File: config.mk
export PLATFORM = sky130hd
export DESIGN_NAME = stall_ctrl
export DESIGN_NICKNAME = d
export VERILOG_FILES = /design/src/rtl/stall_ctrl_pkg.sv /design/src/rtl/stall_md_seq.sv /design/src/rtl/stall_ctrl.sv
export SDC_FILE = /design/constraint.sdc
export NUM_CORES = 1
export LEC_CHECK = 0
export ABC_AREA = 1
export BUFFER_PORTS_ARGS = -buffer_cell sky130_fd_sc_hd__buf_2
export CAP_MARGIN = 10
export CORE_ASPECT_RATIO = 1.1
export CORE_UTILIZATION = 41
export DETAILED_ROUTE_END_ITERATION = 8
export PLACE_DENSITY = 0.81
export SYNTH_ARGS = -nofsm -noshare
export SYNTH_HDL_FRONTEND = slang
export SYNTH_SLANG_ARGS = --single-unit
File: constraint.sdc
create_clock -name clk -period 1.4 [get_ports clk]
set_input_delay 0.07 -clock clk [delete_from_list [all_inputs] [get_ports clk]]
set_output_delay 0.07 -clock clk [all_outputs]
set_load 0.02 [all_outputs]
File: src/rtl/stall_ctrl_pkg.sv
// rtl/stall_ctrl_pkg.sv - shared stall bus encodings, FSM state codes and priority merge
package stall_ctrl_pkg;

    typedef logic [5:0] stall_bus_t;

    localparam stall_bus_t STALL_NONE  = 6'b000000;
    localparam stall_bus_t STALL_LDUSE = 6'b000111;
    localparam stall_bus_t STALL_EX    = 6'b001111;
    localparam stall_bus_t STALL_MEM   = 6'b011111;

    localparam logic [1:0] MD_IDLE = 2'd0;
    localparam logic [1:0] MD_BUSY = 2'd1;
    localparam logic [1:0] MD_DONE = 2'd2;

    // MEM freezes everything up to WB input, so it outranks the EX hold and the ID bubble.
    function automatic stall_bus_t stall_merge(input logic mem_req, input logic ex_req,
                                               input logic id_req);
        stall_bus_t v;
        if (mem_req)
            v = STALL_MEM;
        else if (ex_req)
            v = STALL_EX;
        else if (id_req)
            v = STALL_LDUSE;
        else
            v = STALL_NONE;
        return v;
    endfunction

endpackage

File: src/rtl/stall_md_seq.sv
// rtl/stall_md_seq.sv - multi-cycle mul/div hold sequencer (FSM + 6-bit down counter)
module stall_md_seq
    import stall_ctrl_pkg::*;
#(
    parameter int MD_CYCLES = 32
) (
    input  logic clk,
    input  logic rst,
    input  logic start,
    input  logic hold,
    output logic ex_hold,
    output logic busy,
    output logic done
);

    logic [1:0] r_state;
    logic [5:0] r_cnt;

    // A MEM stall freezes the sequencer so the hold window is never eaten by the memory wait.
    always_ff @(posedge clk) begin
        if (!rst) begin
            r_state <= MD_IDLE;
            r_cnt   <= 6'd0;
        end else if (!hold) begin
            case (r_state)
                MD_IDLE: begin
                    if (start) begin
                        r_cnt   <= 6'(MD_CYCLES - 1);
                        r_state <= MD_BUSY;
                    end
                end
                MD_BUSY: begin
                    if (r_cnt == 6'd1)
                        r_state <= MD_DONE;
                    else
                        r_cnt <= r_cnt - 6'd1;
                end
                MD_DONE: r_state <= MD_IDLE;
                default: r_state <= MD_IDLE;
            endcase
        end
    end

    always_comb begin
        ex_hold = rst & (((r_state == MD_IDLE) & start) | (r_state == MD_BUSY));
        busy    = rst & ((r_state == MD_BUSY) | (r_state == MD_DONE));
        done    = rst & (r_state == MD_DONE) & ~hold;
    end

endmodule

File: src/rtl/stall_ctrl.sv
// rtl/stall_ctrl.sv - pipeline stall merge and perf counters; STALL_CTRL_PERF_EN enables counters
module stall_ctrl
    import stall_ctrl_pkg::*;
#(
    parameter int MD_CYCLES = 32
) (
    input  logic        clk,
    input  logic        rst,
    input  logic        id_stallreq,
    input  logic        ex_md_start,
    input  logic        mem_stallreq,
    output logic [5:0]  stall,
    output logic        md_busy,
    output logic        md_done,
    output logic [31:0] perf_ld_cnt,
    output logic [31:0] perf_md_cnt
);

    logic w_ex_hold;

    stall_md_seq #(
        .MD_CYCLES(MD_CYCLES)
    ) u_md_seq (
        .clk    (clk),
        .rst    (rst),
        .start  (ex_md_start),
        .hold   (mem_stallreq),
        .ex_hold(w_ex_hold),
        .busy   (md_busy),
        .done   (md_done)
    );

    always_comb begin
        stall = STALL_NONE;
        if (rst)
            stall = stall_merge(mem_stallreq, w_ex_hold, id_stallreq);
    end

`ifdef STALL_CTRL_PERF_EN
    logic [31:0] r_perf_ld;
    logic [31:0] r_perf_md;

    always_ff @(posedge clk) begin
        if (!rst) begin
            r_perf_ld <= 32'd0;
            r_perf_md <= 32'd0;
        end else begin
            if (stall == STALL_LDUSE && r_perf_ld != 32'hFFFF_FFFF)
                r_perf_ld <= r_perf_ld + 32'd1;
            if (stall == STALL_EX && r_perf_md != 32'hFFFF_FFFF)
                r_perf_md <= r_perf_md + 32'd1;
        end
    end

    assign perf_ld_cnt = r_perf_ld;
    assign perf_md_cnt = r_perf_md;
`else
    assign perf_ld_cnt = 32'd0;
    assign perf_md_cnt = 32'd0;
`endif

endmodule

==> run summary <==
The leakage power is 0.623 nW. The maximum clock insertion buffer count is 2. The worst endpoint data arrival time is 1.26 ns.

The number of global-route vias before repair was 530. The biggest area contributor in the post-synthesis netlist is sky130_fd_sc_hd__buf_4. Timing would allow up to 752 MHz. The synthesis-stage register bit count came out at 8.

The count of port buffers added during placement came out at 11. The flow ran to the end, and the final reports show no timing, DRC or antenna violations. The max-cap check violation count came out at 0.

The iteration-0 DRC count of the detailed router is 12. The count of non-filler cells in the finished layout came out at 209. The growth of design area from synthesis to finish is -4.30%. The number of placement rows is 19. The pin count of the biggest net entering global routing came out at 9. The total CTS buffers came out at 3. STA classifies the critical path startpoint as a flop.

Setup repair after global routing left no endpoint under its margin. 0 antenna diodes ended up in the layout. The aggregate global-route resource usage came out at 9.81%. The total DRC errors in the routed layout came out at 0. The number of setup violations in the final report is 0. The synthesized area came out at 1110 um2. STA classifies the critical path endpoint as an output pin.

The number of fill cells is 254. The die area is 2910 um2. The min-delay analysis places its worst path in the category primary input to flop. The worst-skew pair later-pin latency is 0.25 ns.

The wire length of the first global-routing pass came out at 2120 um. The total power density per cell area is 936 nW/um2. The net count of the finished layout came out at 192.

Together, buffers and inverters on the worst path number 3. The share of the Yosys chip area taken by registers is 14.5%. The first TritonRoute pass finished after 4 iterations. The delay of the slowest cell on the worst path is 0.33 ns. Traced cell by cell, the critical path runs through inv_4, ha_4, inv_2, a31oi_4, buf_6.

The average via count per standard cell is 3.69. The critical path is of the flop to output pin type. The library cell used most frequently in the layout, excluding fill and tap cells, is sky130_fd_sc_hd__conb_1. The number of endpoints with negative hold slack in the final report came out at 0. The initial antenna violation count is 0. The number of unique standard cell types used by synthesis is 17.

The area of the core region came out at 2520 um2. The required time of the critical path is 1.33 ns. The clock period could shrink to 1.33 ns.

The peak supply drop came out at 0.701 mV. The number of cells produced by synthesis is 163. Dividing the detail-routed wire length by the instance count gives 6.88 um.

The post-route clock period utilization came out at 95.0%. The HPWL after detailed placement came out at 1110 um. The remaining number of nets flagged by the antenna check after routing is 0. The largest individual stage delay along the critical path comes from the cell sky130_fd_sc_hd__dfxtp_2. The initial cell density of the core is 43.9%.

The sum of routed wire length over all layers came out at 1440 um. The number of slew-limit violations in the final report is 0. TritonCTS built the clock tree. The via total after detailed routing is 772. The sum of negative setup slack came out at 0 ns. On the final layout, the worst clock skew is 0.00421 ns. Broken down by cell family, the worst path's largest delay share belongs to flip-flops. The share of layout cells above drive strength 1 came out at 18.0%. The count of synthesis-stage warnings from yosys came out at 0. The clock transition at the register clock pins on the worst setup and hold paths after CTS is 0.05 ns. The sink count of the clock tree is 8.

The top fanout value on the critical path is 6. The synthesized design devotes to its leading area cell type 45.5% of total area. The total overflow reported by the global router is 0. In this run the horizontal extent of the chip is 51.5 um. The top cell types in the final layout, fill and taps aside, are sky130_fd_sc_hd__conb_1, sky130_fd_sc_hd__nand2_1, sky130_fd_sc_hd__nor2_1, sky130_fd_sc_hd__inv_1, sky130_fd_sc_hd__nand3_1.

Ranked by total cell area, the synthesized netlist is headed by sky130_fd_sc_hd__buf_4, sky130_fd_sc_hd__dfxtp_1, sky130_fd_sc_hd__nand2_1. The number of placed cells counting well taps came out at 204. The average size of a mapped cell came out at 6.79 um2. The tree is rooted in a sky130_fd_sc_hd__clkbuf_4.

The final weighted congestion in routability-driven placement came out at 0.828. The top-level I/O count is 77. The floorplan step set the die height to 56.5 um. The number of H-tree levels came out at 1.
-- cell usage after synthesis, drive strengths merged --
cell / instances
inv: 17
buf: 67
nand3: 10
a21oi: 4
nand4: 2
o21ai: 2
ha: 7
nand2: 25
conb: 1
or2: 1
dfxtp: 8
nor2: 17
a31oi: 2
-- path summary, 6_finish.rpt --
kind | startpoint | to | slack [ns] | depth (start not counted)
setup / recovery | u_md_seq.r_state[1] | stall[0] | 0.07 | 5
hold / removal | rst | u_md_seq.r_cnt[1] | 0.11 | 3
setup reg to reg | u_md_seq.r_state[0] | u_md_seq.r_cnt[0] | 0.11 | 8
hold reg to reg | u_md_seq.r_cnt[1] | u_md_seq.r_cnt[1] | 0.50 | 2
-- timing repair --
item                       4_1_cts  5_1_grt
pin swaps                        1        2
hold buffers                     0        0
setup endpoints to repair        4        6
gates cloned                     0        0
setup buffers                    1        1
resized for setup               11        9
-- cells by family after synthesis --
family	after synthesis	share of synthesized area, %
AO/OA/AOI/OAI	8	3.85
adder cells (fa/ha/maj)	7	7.92
buffers and inverters	84	51.2
flip-flops	8	14.5
other	1	0.339
AND/OR/NAND/NOR	55	22.2
-- tightest hold or removal path: stages --
cell,delay [ns]
sky130_fd_sc_hd__buf_2,0.15
sky130_fd_sc_hd__nand2_1,0.07
sky130_fd_sc_hd__nor2_1,0.03
-- metal layers --
layer	share of wire [%]	routed length, um	GRT usage, %	vias up
li1	-	-	-	399
met1	37	530	10.7	319
met2	53	766	16.7	52
met3	8.6	124	1.63	2
met4	1.1	16	6.95	0
met5	0	0	0	-
-- where the power goes --
group          switching [mW]  internal (mW)  total (mW)
sequential             0.0360          0.261       0.297
combinational           0.368          0.161       0.529
clock                  0.0681         0.0974       0.166
-- metrics by stage --
step	hold slack (ns)	setup WS (ns)	cell area [um2]	utilization, %	total power, mW
5_1_grt	0.109	0.00634	1060	42.0	1.08
3_5_place_dp	0.373	0.00966	958	38.0	0.763
2_1_floorplan	0.190	0.00501	1350	-	0.832
3_3_place_gp	0.371	0.0142	958	38.0	0.761
6_report	0.114	0.0705	1060	42.0	0.991
4_1_cts	0.104	0.0272	1030	40.9	0.972
-- cell type report --
cell class / instances / area (um2) / area share, %
Multi-Input combinational cell: 135 / 662 / 62.5
Inverter: 17 / 66.3 / 6.26
Tap cell: 31 / 38.8 / 3.66
Clock buffer: 3 / 22.5 / 2.13
Timing Repair Buffer: 15 / 104 / 9.81
Sequential cell: 8 / 165 / 15.6
-- registers in the layout, summed over array words and instances (netlist names) --
signal / count
u_md_seq.r_cnt: 6
u_md_seq.r_state: 2
Note: power is estimated with default switching activity, not from simulation.
